[src/rtl/dist_ram_fifo_ctrl.sv]
// dist_ram_fifo_ctrl
//   FIFO controller that drives a separate 2**ADDR_WIDTH x DATA_WIDTH
//   dual-port distributed RAM. It owns the pointers, the fill level and the
//   threshold flags. It also returns the RAM's asynchronous read port as a
//   first-word-fall-through stream.
//
//   Optional build macro: DIST_RAM_FIFO_OUTREG_EN
//     When defined, a one-entry registered output stage sits between the RAM
//     read port and rd_data/rd_valid. This removes the combinational path
//     from the RAM to rd_data. It adds one cycle of latency and one word of
//     capacity.
//
// Ports
//   clk, RST          rising-edge clock, asynchronous active-high reset
//   flush             synchronous clear; overrides push and pop
//   wr_valid/ready    push handshake, wr_data is the pushed word
//   rd_valid/ready    pop handshake, rd_data is the head word
//   level             stored word count (including the output stage if built)
//   almost_full/empty registered threshold flags, aligned with level
//   ram_we/a/di       RAM write port
//   ram_dpra/dpo      RAM asynchronous read port
module dist_ram_fifo_ctrl #(
  parameter int unsigned ADDR_WIDTH = 6,
  parameter int unsigned DATA_WIDTH = 16,
  parameter int unsigned AF_LEVEL   = 56,
  parameter int unsigned AE_LEVEL   = 8
) (
  input  logic                  clk,
  input  logic                  RST,
  input  logic                  flush,
  input  logic                  wr_valid,
  output logic                  wr_ready,
  input  logic [DATA_WIDTH-1:0] wr_data,
  output logic                  rd_valid,
  input  logic                  rd_ready,
  output logic [DATA_WIDTH-1:0] rd_data,
  output logic [ADDR_WIDTH+1:0] level,
  output logic                  almost_full,
  output logic                  almost_empty,
  output logic                  ram_we,
  output logic [ADDR_WIDTH-1:0] ram_a,
  output logic [DATA_WIDTH-1:0] ram_di,
  output logic [ADDR_WIDTH-1:0] ram_dpra,
  input  logic [DATA_WIDTH-1:0] ram_dpo
);

  localparam logic [ADDR_WIDTH:0]   PTR_ONE = (ADDR_WIDTH+1)'(1);
  localparam logic [ADDR_WIDTH+1:0] LVL_ONE = (ADDR_WIDTH+2)'(1);
  localparam logic [ADDR_WIDTH+1:0] AF_LVL  = (ADDR_WIDTH+2)'(AF_LEVEL);
  localparam logic [ADDR_WIDTH+1:0] AE_LVL  = (ADDR_WIDTH+2)'(AE_LEVEL);

  logic [ADDR_WIDTH:0]   wr_ptr;
  logic [ADDR_WIDTH:0]   rd_ptr;
  logic                  empty;
  logic                  ram_full;
  logic                  push;
  logic                  ram_pop;   // head word leaves the RAM
  logic                  out_pop;   // word leaves the FIFO through rd_*
  logic [ADDR_WIDTH+1:0] level_next;

  // The extra wrap bit distinguishes full from empty when the low bits match.
  assign empty    = (wr_ptr == rd_ptr);
  assign ram_full = (wr_ptr[ADDR_WIDTH-1:0] == rd_ptr[ADDR_WIDTH-1:0]) &&
                    (wr_ptr[ADDR_WIDTH] != rd_ptr[ADDR_WIDTH]);

  assign wr_ready = !ram_full;
  assign push     = wr_valid && wr_ready && !flush;
  assign ram_we   = push;
  assign ram_a    = wr_ptr[ADDR_WIDTH-1:0];
  assign ram_di   = wr_data;
  assign ram_dpra = rd_ptr[ADDR_WIDTH-1:0];

`ifdef DIST_RAM_FIFO_OUTREG_EN
  logic                  out_valid;
  logic [DATA_WIDTH-1:0] out_data;

  // Refill the stage whenever it is empty or being drained this cycle,
  // so a held rd_ready sees one word per cycle without bubbles.
  assign ram_pop  = !empty && (!out_valid || rd_ready) && !flush;
  assign out_pop  = out_valid && rd_ready && !flush;
  assign rd_valid = out_valid;
  assign rd_data  = out_data;

  always_ff @(posedge clk or posedge RST) begin
    if (RST) begin
      out_valid <= 1'b0;
      out_data  <= '0;
    end else if (flush) begin
      out_valid <= 1'b0;
    end else if (ram_pop) begin
      out_valid <= 1'b1;
      out_data  <= ram_dpo;
    end else if (out_pop) begin
      out_valid <= 1'b0;
    end
  end
`else
  assign rd_valid = !empty;
  assign rd_data  = ram_dpo;
  assign out_pop  = rd_valid && rd_ready && !flush;
  assign ram_pop  = out_pop;
`endif

  // A RAM-to-stage transfer does not change level. Only words entering or
  // leaving the FIFO as a whole are counted.
  always_comb begin
    level_next = level;
    if (flush) begin
      level_next = '0;
    end else if (push && !out_pop) begin
      level_next = level + LVL_ONE;
    end else if (!push && out_pop) begin
      level_next = level - LVL_ONE;
    end
  end

  always_ff @(posedge clk or posedge RST) begin
    if (RST) begin
      wr_ptr       <= '0;
      rd_ptr       <= '0;
      level        <= '0;
      almost_full  <= 1'b0;
      almost_empty <= 1'b1;
    end else begin
      if (flush) begin
        wr_ptr <= '0;
        rd_ptr <= '0;
      end else begin
        if (push)    wr_ptr <= wr_ptr + PTR_ONE;
        if (ram_pop) rd_ptr <= rd_ptr + PTR_ONE;
      end
      level        <= level_next;
      almost_full  <= (level_next >= AF_LVL);
      almost_empty <= (level_next <= AE_LVL);
    end
  end

endmodule

[config.mk]
export PLATFORM = sky130hd
export DESIGN_NAME = dist_ram_fifo_ctrl
export DESIGN_NICKNAME = d
export VERILOG_FILES = /design/src/rtl/dist_ram_fifo_ctrl.sv
export SDC_FILE = /design/constraint.sdc
export NUM_CORES = 1
export LEC_CHECK = 0
export ABC_AREA = 0
export CAP_MARGIN = 20
export CORE_ASPECT_RATIO = 0.5
export CORE_MARGIN = 3
export CORE_UTILIZATION = 41
export CTS_BUF_LIST = sky130_fd_sc_hd__clkbuf_8
export CTS_CLUSTER_SIZE = 30
export DETAILED_ROUTE_END_ITERATION = 6
export GPL_TIMING_DRIVEN = 0
export PLACE_DENSITY = 0.82
export SYNTH_ARGS = -nofsm -noshare
export SYNTH_HDL_FRONTEND = slang
export SYNTH_SLANG_ARGS = --single-unit
[constraint.sdc]
create_clock -name clk -period 2.7 [get_ports clk]
set_input_delay 0.54 -clock clk [delete_from_list [all_inputs] [get_ports clk]]
set_output_delay 0.54 -clock clk [all_outputs]
set_load 0.02 [all_outputs]
---- Word-level counts from Yosys, hierarchy flattened ----
Index checks and enable logic that the tools add are counted.
operators by class
  $lt $le $gt $ge ......................... 2
  shift-type cells ........................ 0
  bitwise logic cells ..................... 0
  multiplexer cells ....................... 7
  divide/modulo/power cells ............... 0
  equality and inequality tests ........... 3
  add/subtract/negate cells ............... 4
  reduce and logical (&&, ||, !) cells .... 14
  multipliers ............................. 0
operators by type and width
  kind                                                                               count
  7-bit 2-to-1 mux                                                                   4
  8-bit 2-to-1 mux                                                                   3
  7-bit by 1-bit adder with 7-bit output (second input constant)                     2
  8-bit by 1-bit adder with 8-bit output (second input constant)                     1
  8-bit by 6-bit >= comparator with 1-bit output (second input constant)             1
  8-bit by 4-bit less-or-equal comparator with 1-bit output (second input constant)  1
  8-bit by 1-bit subtractor with 8-bit output (second input constant)                1
  7-bit == test                                                                      1
  1-bit logical AND                                                                  7
  6-bit == test                                                                      1
  1-bit zero test                                                                    5
  2-bit nonzero test                                                                 2
  1-bit != test                                                                      1
storage, ports and cells
  memories kept ........................... 0
  output and inout bits ................... 57
  bits in latches ......................... 0
  flip-flop bits (word level) ............. 24
  logic and storage cells ................. 35
  memory bits (writable) .................. 0
  bits in read-only memories .............. 0

---- Depth between registers and ports, before layout ----
Gate-level depths: netlist of run 1.
  depth after elaboration ................. 11
  mapped depth ............................ 9

---- Worst setup path after synthesis of run 1 ----
Ideal clock, no wire load.
  path type ............................... register -> register
  from .................................... register rd_ptr[0]
  to ...................................... register almost_empty
  library setup time ...................... 105 ps
  arrival ................................. 2259 ps
  stages on the path, launching flop included .. 9
  setup slack ............................. 337 ps
  path buffers ............................ 0
  data required time ...................... 2595 ps
  cell sequence ........................... dfrtp_1 > xnor2_1 > nand4_1 > nor2_1 > nor3_1 > nor3_1 > mux2_4 > or2_1 > a2111oi_2
between the ends
  word-level cells in the longest chain between the ends .. 11
  elaborated cells on any way between the ends .. 17
  those cells by class .................... order compare (1); eq/ne (2); mux (3); reduce/logical (11)
ends and longest elaborated chain
  what                                                           line  RTL
  start: declaration                                             53    logic [ADDR_WIDTH:0] rd_ptr;
  start signal: assignment                                       130   if (ram_pop) rd_ptr <= rd_ptr + PTR_ONE;
  6-bit == test                                                  63    assign ram_full = (wr_ptr[ADDR_WIDTH-1:0] == rd_ptr[ADDR_WIDTH-1:0]) &&
  1-bit logical AND                                              63
  1-bit zero test                                                66    assign wr_ready = !ram_full;
  1-bit logical AND (2 in a row)                                 67    assign push = wr_valid && wr_ready && !flush;
  1-bit zero test                                                112   end else if (!push && out_pop) begin
  1-bit logical AND                                              112
  8-bit 2-to-1 mux                                               112
  8-bit 2-to-1 mux (*)                                           110   end else if (push && !out_pop) begin
  8-bit 2-to-1 mux (*)                                           108   if (flush) begin
  via level_next[7]                                              59    logic [ADDR_WIDTH+1:0] level_next;
  8-bit by 4-bit less-or-equal comparator with 1-bit output (*)  134   almost_empty <= (level_next <= AE_LVL);
  end signal: assignment                                         134
  end: declaration                                               39    output logic almost_empty,
Mark *: on every way through the listed nets, which the timed path passes. The rest lies on a longest branch.
A chain may end at the register's enable or synchronous reset.

---- Worst setup path in the final report of run 1 ----
  from .................................... register rd_ptr[3]
  to ...................................... output wr_ready
between the ends
  word-level cells in the longest chain between the ends .. 3
ends and longest elaborated chain
  what               line  RTL
  6-bit == test      63
  1-bit logical AND  63
  1-bit zero test    66
  end: declaration   32    output logic wr_ready,
Every way passes these cells.

==> impl_metrics.tcl, run 1 <==
set metrics [dict create \
    synth_top_area_cell "dfrtp_1" \
    cp.arrival_ns 2.10 \
    drtAntennaViolNets 0 \
    seqCellArea_um2 608 \
    crit_type "reg2out" \
    coreArea_um2 4060 \
    cts_tree "yes" \
    clock_sinks 24 \
    cp_data_required_time_ns 2.16 \
    cpLargestDelayFamily "buffers and inverters" \
    rrSetupSlack_ns 0.09 \
    power_density_nw_per_um2 575 \
    numCtsBuffers 3 \
    yosys.area_share.simple_pct 22.3 \
    nNetsFinal 314 \
    die_area_um2 5280 \
    htree_levels 1 \
    finalWorstSetupSlack_ns 0.0587 \
    async_flop_share_pct 100 \
    start_kind "register" \
    drt_first_pass_iters 4 \
    fin_skew_ns 0.00437 \
    drc_errors 0 \
    ys.flop_type "dfrtp_1" \
    clock.fmax_ghz 0.379 \
    final_area_um2 2690 \
    synth_area_leaders "dfrtp_1 (32%), buf_4 (18%), xor2_1 (6.3%)" \
    end_kind "output port" \
    hp-class "reg2reg" \
    outcome "finished clean" \
    syn_to_final_growth_pct 49.4 \
    synth_xor_area_share_pct 11.6 \
    synth_compound_area_share_pct 7.15 \
    diodes 0 \
    antenna_found_initial 0 \
    cts_max_path_buffers 2 \
    postCtsHoldBufs 0 \
    rows 16 \
    path_max_fanout 7 \
    yosys_warnings 0 \
    fin_crit_ns 2.64 \
    final_cell_mix "clkdlybuf4s50_1 (57), buf_4 (46), nor2_1 (25), dfrtp_1 (18), nand2_1 (16)" \
    ys_types 45 \
    peakVddDrop_mv 0.223 \
    utilization_pct 66.3 \
    multiInputGateArea_um2 946 \
    netlist_instances 206 \
    fillers 320 \
    synth_seq_cells 24 \
    path_clk_slew_ns 0.09 \
    io_pins 94 \
    leakage_nw 1.19 \
    max_stage_delay_ns 0.54 \
    maxCapViolCount 0 \
    final_hold_viol_count 0 \
    synth_enable_flop_cells 0 \
    crit_chain "xnor2_2 -> nand4_1 -> buf_4 -> nor2_4 -> nand2_1 -> clkdlybuf4s50_1" \
    grt.total_usage_pct 16.6 \
    start_util_pct 44.4 \
    placed_cell_area_um2 2470 \
    synth.top_cell.area_share_pct 31.9 \
    final_max_slew_viol_count 0 \
    place.gp.congestion 0.836 \
    relSlewSlack_pct 39.9 \
    port_buffers 60 \
    worst_pin_slew_ns 0.900 \
    vias 1633 \
    critPathBufInv 2 \
    drt_iter0_drc 76 \
    layout_commonest_cell "clkdlybuf4s50_1" \
    dp_slack_ns -0.195 \
    grt_pass1_vias 1605 \
    drt_wl_total_um 4620 \
    finalSetupViolCount 0 \
    netlist_area_um2 1800 \
    routedWlPerCell_um 14.2 \
    grt_first_pass_wirelength_um 6980 \
    dp_hpwl_um 3390 \
    rsz0062_at_grt "true" \
    dieHeight_um 52.9 \
    fp.dieW_um 99.8 \
    via_per_inst 5.01 \
    drive_gt1_share_pct 29.0 \
    synth_top_family_by_area "simple AND/OR/NAND/NOR gates" \
    cts_root_buf "clkbuf_8" \
    overflow 0 \
    fin_crit_sh_pct 97.8 \
    synthMuxAreaShare_pct 2.01 \
    synth_area_per_cell_um2 8.75 \
    critPathSlowestCell "clkdlybuf4s50_1" \
    placedCellCount 320 \
    grt_max_degree 25 \
    syn_nets 247 \
    synth-adder-area-share_pct 2.78 \
    fin_cells 326 \
    yosysSeqAreaShare_pct 33.4 \
    clkLatencyLatePin_ns 0.27 \
]
==> metal layers <==
metal,GRT usage [%],vias up,part of all wire (%)
li1,-,777,-
met1,17.7,749,36
met2,32.7,103,51
met3,5.00,4,11
met4,3.85,0,1.1
met5,0,-,0
==> per-stage QoR <==
step / hold WS, ns / total power [mW] / TNS (ns)
floorplan: 0.529 / 0.921 / 0
global placement: 0.551 / 1.15 / -0.462
detailed placement: 0.565 / 1.16 / -0.475
CTS: 0.602 / 1.51 / 0
global route: 0.650 / 1.64 / -0.111
finish: 0.641 / 1.55 / 0
==> layout make-up <==
type                            instances  share of cell area [%]
Clock buffer                            3                    1.53
Inverter                                8                    1.11
Timing Repair Buffer                   62                    23.1
Sequential cell                        24                    22.6
Multi-Input combinational cell        126                    35.1
Clock inverter                          1                    1.11
Tap cell                               54                    2.51
Buffer                                 48                    12.9
==> worst paths after layout <==
path                       cells past startpoint             startpoint                endpoint
setup reg to reg                              10  rd_ptr[3]$_DFFE_PP0P_  almost_empty$_DFF_PP1_
hold / removal                                 2  rd_ptr[0]$_DFFE_PP0P_   rd_ptr[0]$_DFFE_PP0P_
max in group asynchronous                      2                    RST   rd_ptr[2]$_DFFE_PP0P_
setup / recovery                               6  rd_ptr[3]$_DFFE_PP0P_                wr_ready
min in group asynchronous                      2                    RST   wr_ptr[3]$_DFFE_PP0P_
hold reg to reg                                2  rd_ptr[0]$_DFFE_PP0P_   rd_ptr[0]$_DFFE_PP0P_
==> cells by family after synthesis <==
logic type,count (synthesis)
flip-flops,24
XOR/XNOR,23
AND/OR/NAND/NOR,78
adder cells (fa/ha/maj),4
multiplexers,3
AO/OA/AOI/OAI,18
buffers and inverters,56
==> where the power goes <==
| part | switching, mW | leakage [nW] | internal (mW) |
|---|---|---|---|
| clock network | 0.127 | 0.0357 | 0.199 |
| logic | 0.392 | 0.840 | 0.356 |
| registers | 0.0596 | 0.318 | 0.416 |
==> cells in the mapped netlist, types with 2 or more instances <==
master,instances
buf_4,44
nor3_1,4
and2_1,2
xnor2_1,9
a31oi_1,2
xor2_1,13
ha_1,4
nand2_1,16
nand2b_1,3
o21ai_0,3
nand3_1,4
a21oi_1,4
or3_1,3
nor2b_1,2
clkbuf_1,4
nand4_1,7
dfrtp_1,23
nor2_1,26
inv_1,7
==> sequential cells by signal, summed over array words and instances (netlist names) <==
signal and flops:
almost_empty 1, almost_full 1, level 8, rd_ptr 7
wr_ptr 7
==> worst reg2reg max path: cells and delay by family, from the launching register on <==
kind / cells / cell delay [ns]
AO/OA/AOI/OAI: 1 / 0.28
XOR/XNOR: 1 / 0.22
buffers and inverters: 2 / 0.37
flip-flops: 1 / 0.47
multiplexers: 1 / 0.32
AND/OR/NAND/NOR: 5 / 0.85
==> timing repair <==
item,CTS,global route
pin swaps,2,4
buffers inserted,2,0
resized for setup,6,20
gates cloned,0,0
setup endpoints to repair,3,5
Power figures use the tool's default switching activity.
==> run 2, diff against run 1 <==
--- a/config.mk
+++ b/config.mk
@@ -7,9 +7,11 @@
 export LEC_CHECK = 0
 export ABC_AREA = 0
 export CAP_MARGIN = 20
+export CELL_PAD_IN_SITES_DETAIL_PLACEMENT = 0
+export CELL_PAD_IN_SITES_GLOBAL_PLACEMENT = 1
 export CORE_ASPECT_RATIO = 0.5
 export CORE_MARGIN = 3
-export CORE_UTILIZATION = 41
+export CORE_UTILIZATION = 29
 export CTS_BUF_LIST = sky130_fd_sc_hd__clkbuf_8
 export CTS_CLUSTER_SIZE = 30
 export DETAILED_ROUTE_END_ITERATION = 6
==> run 2 against run 1 <==
Net effect: sequential share of layout area shrank 0.11 points; cell area up 1.1%; via count fell by 0.80%; global-route usage shrank 5.0 points; sequential cell count unchanged; utilization down 19 points; fmax hardly changed; count of clock-buffer cells in the layout up 1; critical path depth rose by 4; clock skew is 0.0022 ns higher; critical path type is now reg2reg; largest cell class unchanged; largest power group unchanged.
==> impl_metrics.tcl, run 2 (same netlist as run 1, synthesis figures left out) <==
set metrics [dict create \
    htree_levels 1 \
    rows 19 \
    port_buffers 60 \
    crit_chain "xnor2_4 -> buf_4 -> nand3_1 -> o21ai_4 -> buf_4 -> mux2i_1 -> nor2_1 -> or3_1 -> a311oi_1 -> a2111oi_4" \
    worst_pin_slew_ns 0.935 \
    coreArea_um2 5730 \
    fillers 525 \
    cpLargestDelayFamily "compound AO/OA/AOI/OAI gates" \
    drive_gt1_share_pct 29.9 \
    relSlewSlack_pct 37.6 \
    cts_max_path_buffers 2 \
    seqCellArea_um2 612 \
    postCtsHoldBufs 0 \
    multiInputGateArea_um2 935 \
    critPathMostFrequentCell "buf_4" \
    routedWlPerCell_um 12.9 \
    via_per_inst 4.53 \
    reg2reg_from "wr_ptr[1]$_DFFE_PP0P_" \
    peakVddDrop_mv 0.239 \
    finalWorstSetupSlack_ns 0.0598 \
    vias 1620 \
    grt_max_degree 25 \
    clock.fmax_ghz 0.379 \
    start_util_pct 31.5 \
    fin_crit_ns 2.64 \
    drc_errors 0 \
    grt.total_usage_pct 11.5 \
    nNetsFinal 316 \
    drt_first_pass_iters 4 \
    start_kind "register" \
    drtAntennaViolNets 0 \
    drt_iter0_drc 79 \
    largest_register_ffs 8 \
    outcome "finished clean" \
    fp.dieW_um 118 \
    numCtsBuffers 3 \
    leakage_nw 1.18 \
    cts_tree "yes" \
    critPathSlowestCell "a311oi_1" \
    cp-startpoint "wr_ptr[1]$_DFFE_PP0P_" \
    layout_commonest_cell "clkdlybuf4s50_1" \
    final_max_slew_viol_count 0 \
    critPathBufInv 2 \
    dp_slack_ns -0.231 \
    place.gp.congestion 0.853 \
    fin_crit_sh_pct 97.8 \
    drt_wl_total_um 4610 \
    power_density_nw_per_um2 547 \
    fin_skew_ns 0.00658 \
    final_hold_viol_count 0 \
    max_stage_delay_ns 0.49 \
    antenna_found_initial 0 \
    holdWs_ns 0.615 \
    final_cell_mix "clkdlybuf4s50_1 (56), buf_4 (49), nor2_1 (25), nand2_1 (16), dfrtp_1 (15)" \
    top_regs "level (8), rd_ptr (7), wr_ptr (7)" \
    syn_to_final_growth_pct 51.1 \
    dieHeight_um 61.8 \
    io_pins 94 \
    grt_pass1_vias 1535 \
    end_kind "register" \
    hold_path_startpoint "rd_ptr[3]$_DFFE_PP0P_" \
    top_register "level" \
    overflow 0 \
    crit_type "reg2reg" \
    maxCapViolCount 0 \
    path_clk_slew_ns 0.09 \
    diodes 0 \
    cp_data_required_time_ns 2.89 \
    clock_sinks 24 \
    finalSetupViolCount 0 \
    die_area_um2 7260 \
    dp_hpwl_um 3490 \
    path_max_fanout 6 \
    hp-class "reg2reg" \
    cts_root_buf "clkbuf_8" \
    cp.arrival_ns 2.83 \
    grt_first_pass_wirelength_um 6880 \
    clkLatencyLatePin_ns 0.27 \
]
==> run 2: changes by cell type in the layout (fill, tap and decap cells not counted), moves of 2 or more <==
cell     change
buf_4        +3
dfrtp_1      -3
dfrtp_2      +3
xnor2_1      +2
xnor2_2      -2
==> run 2: final cells by class <==
cell class / instances / share of cell area (%)
Buffer: 47 / 12.6
Clock buffer: 4 / 2.02
Inverter: 8 / 1.10
Multi-Input combinational cell: 126 / 34.3
Sequential cell: 24 / 22.5
Tap cell: 84 / 3.86
Timing Repair Buffer: 65 / 23.7
==> run 2: repair_timing <==
action,4_1_cts,5_1_grt
buffers inserted,1,4
hold endpoints to repair,0,0
endpoints found under the setup margin,3,4
resized for setup,5,22
pin swaps,2,5
==> run 2: metal layers <==
| layer | track usage (%) | wire [um] |
|---|---|---|
| met4 | 3.33 | 46 |
| met3 | 3.44 | 372 |
| met1 | 12.8 | 1850 |
| met2 | 22.6 | 2340 |
| met5 | 0 | 0 |
==> run 2: final timing paths <==
| check | endpoint | slack [ns] | depth (start not counted) |
|---|---|---|---|
| max | almost_empty$_DFF_PP1_ | 0.06 | 10 |
| min | rd_ptr[3]$_DFFE_PP0P_ | 0.61 | 2 |
| max reg2reg | almost_empty$_DFF_PP1_ | 0.06 | 10 |
| min reg2reg | rd_ptr[3]$_DFFE_PP0P_ | 0.61 | 2 |
| max in group asynchronous | wr_ptr[1]$_DFFE_PP0P_ | 1.29 | 2 |
| min in group asynchronous | level[0]$_DFF_PP0_ | 0.77 | 2 |
==> run 2: power by group <==
part | total, mW | leakage (nW) | switching [mW] | internal [mW]
Combinational | 0.756 | 0.840 | 0.397 | 0.359
Sequential | 0.477 | 0.313 | 0.0612 | 0.416
Clock | 0.256 | 0.0288 | 0.125 | 0.130
==> run 2: metrics by stage <==
stage / util [%] / instances / setup TNS, ns / total power, mW / area (um^2)
floorplan: - / 206 / 0 / 0.921 / 1800
global placement: 43.8 / 350 / -0.605 / 1.16 / 2510
detailed placement: 43.8 / 350 / -0.615 / 1.17 / 2510
CTS: 45.1 / 354 / 0 / 1.44 / 2580
global route: 47.5 / 358 / -0.0808 / 1.58 / 2720
finish: 47.5 / 358 / 0 / 1.49 / 2720
==> run 2: tightest hold or removal path, delay by kind of cell (launching register included) <==
family | cells | cell delay (ns)
DFF | 1 | 0.42
xor gates and xnor gates | 1 | 0.08
and+or+nand+nor | 1 | 0.08
==> run 3, diff against run 2 <==
--- a/config.mk
+++ b/config.mk
@@ -17,6 +17,7 @@
 export DETAILED_ROUTE_END_ITERATION = 6
 export GPL_TIMING_DRIVEN = 0
 export PLACE_DENSITY = 0.82
+export SKIP_CTS_REPAIR_TIMING = 1
 export SYNTH_ARGS = -nofsm -noshare
 export SYNTH_HDL_FRONTEND = slang
 export SYNTH_SLANG_ARGS = --single-unit
==> run 3 against run 2 <==
Net effect: count of clock-buffer cells in the layout is the same; fmax is 0.82% higher; clock skew grew 0.00079 ns; non-clock buffer count grew 3; critical path depth fell by 5; worst setup slack improved by 0.021 ns; wire length rose by 0.13%; sequential cell count is the same; register-to-register slack improved by 0.06 ns; cell area up 1.1%; highest routed layer unchanged.
==> impl_metrics.tcl, run 3 (same netlist as run 1, synthesis figures left out) <==
set metrics [dict create \
    peakVddDrop_mv 0.219 \
    final_area_um2 2750 \
    maxCapViolCount 0 \
    grt_first_pass_wirelength_um 6930 \
    io_pins 94 \
    fin_crit_sh_pct 97.0 \
    critPathSlowestCell "clkdlybuf4s50_1" \
    max_stage_delay_ns 0.54 \
    cp_data_required_time_ns 2.16 \
    end_kind "output port" \
    finalSetupViolCount 0 \
    top_regs "level (8), rd_ptr (7), wr_ptr (7)" \
    diodes 0 \
    grt.total_usage_pct 11.6 \
    wl_met3_um 375 \
    worst_pin_slew_ns 0.917 \
    grt_pass1_vias 1505 \
    reg2reg_depth 9 \
    rsz0062_at_grt "true" \
    outcome "finished clean" \
    final_hold_viol_count 0 \
    drt_iter0_drc 39 \
    worst-path-stages 5 \
    start_kind "register" \
    cts_root_buf "clkbuf_8" \
    top_layer "met4" \
    fin_skew_ns 0.00737 \
    antenna_found_initial 0 \
    die_area_um2 7260 \
    final_max_slew_viol_count 0 \
    rrSetupSlack_ns 0.12 \
    crit_type "reg2out" \
    port_buffers 60 \
    drt_wl_total_um 4610 \
    dieHeight_um 61.8 \
    hold_path_startpoint "wr_ptr[1]$_DFFE_PP0P_" \
    cpLargestDelayFamily "buffers and inverters" \
    power_mw 1.50 \
    vias 1631 \
    leakage_nw 1.19 \
    critPathBufInv 1 \
    hp-class "reg2reg" \
    clock_sinks 24 \
    drt_first_pass_iters 4 \
    setup-tns-final_ns 0 \
    drc_errors 0 \
    clkLatencyLatePin_ns 0.28 \
    nNetsFinal 319 \
    crit_chain "xnor2_2 -> nand3_1 -> o21ai_4 -> nor2_1 -> clkdlybuf4s50_1" \
    routedWlPerCell_um 12.8 \
    syn_to_final_growth_pct 52.7 \
    largest_register_ffs 8 \
    numCtsBuffers 3 \
    rows 19 \
    layout_commonest_cell "clkdlybuf4s50_1" \
    reg2reg_from "rd_ptr[3]$_DFFE_PP0P_" \
    overflow 0 \
    coreArea_um2 5730 \
    rr_endpoint "almost_empty$_DFF_PP1_" \
    final_cell_mix "clkdlybuf4s50_1 (58), buf_4 (51), nor2_1 (25), nand2_1 (16), dfrtp_1 (14)" \
    start_util_pct 31.5 \
    placed_cell_area_um2 2510 \
    drtAntennaViolNets 0 \
    fin_crit_ns 2.62 \
    cts_max_path_buffers 2 \
    top_register "level" \
    path_clk_slew_ns 0.10 \
    fp.dieW_um 118 \
    clock.fmax_ghz 0.382 \
    cp-startpoint "rd_ptr[1]$_DFFE_PP0P_" \
    met2_length_um 2310 \
    grt_max_degree 25 \
    dp_hpwl_um 3490 \
    dp_slack_ns -0.231 \
    cts_tree "yes" \
    cp.arrival_ns 2.08 \
    holdWs_ns 0.622 \
    place.gp.congestion 0.853 \
    relSlewSlack_pct 38.8 \
    crit_end "ram_we" \
    via_per_inst 4.52 \
    path_max_fanout 7 \
    power_density_nw_per_um2 546 \
    drt-met1-wl_um 1830 \
    htree_levels 1 \
    drive_gt1_share_pct 31.8 \
    finalWorstSetupSlack_ns 0.0813 \
]
run 3: per-layer routing:
layer / track usage (%) / vias up
li1: - / 786
met1: 13.2 / 744
met2: 22.4 / 88
met3: 3.44 / 13
met4: 3.33 / 0
met5: 0 / -
run 3: report_power, final:
| group | leakage [nW] | internal [mW] | switching (mW) |
|---|---|---|---|
| clock | 0.0288 | 0.131 | 0.132 |
| combinational | 0.854 | 0.368 | 0.400 |
| sequential | 0.311 | 0.416 | 0.0580 |
| total | 1.19 | 0.915 | 0.590 |
run 3: worst min path at each step:
stage / endpoint / slack [ns] / cells after the start
detailed placement: rd_ptr[6]$_DFFE_PP0P_ / 0.56 / 2
global route: rd_ptr[4]$_DFFE_PP0P_ / 0.66 / 2
CTS: wr_ptr[6]$_DFFE_PP0P_ / 0.58 / 2
finish: wr_ptr[1]$_DFFE_PP0P_ / 0.62 / 2
global placement: rd_ptr[6]$_DFFE_PP0P_ / 0.55 / 2
floorplan: rd_ptr[6]$_DFFE_PP0P_ / 0.53 / 2
run 3: final cells by class:
type / count / area (um^2)
Inverter: 8 / 30.0
Multi-Input combinational cell: 126 / 945
Tap cell: 84 / 105
Fill cell: 521 / 2980
Clock buffer: 4 / 55.1
Sequential cell: 24 / 613
Timing Repair Buffer: 67 / 658
Buffer: 48 / 348
run 3: worst reg2reg max path: stages (launching register included):
cell       delay (ns)
dfrtp_2          0.45
xnor2_2          0.17
nand4_1          0.11
buf_4            0.18
nor3_4           0.31
nor4_2           0.11
a22oi_1          0.23
mux2_2           0.37
or2_4            0.25
a2111oi_4        0.29
run 3: metrics by stage:
stage / util (%) / std cells
5_1_grt: 48.1 / 361
3_5_place_dp: 43.8 / 350
3_3_place_gp: 43.8 / 350
4_1_cts: 44.7 / 354
6_report: 48.1 / 361
2_1_floorplan: - / 206
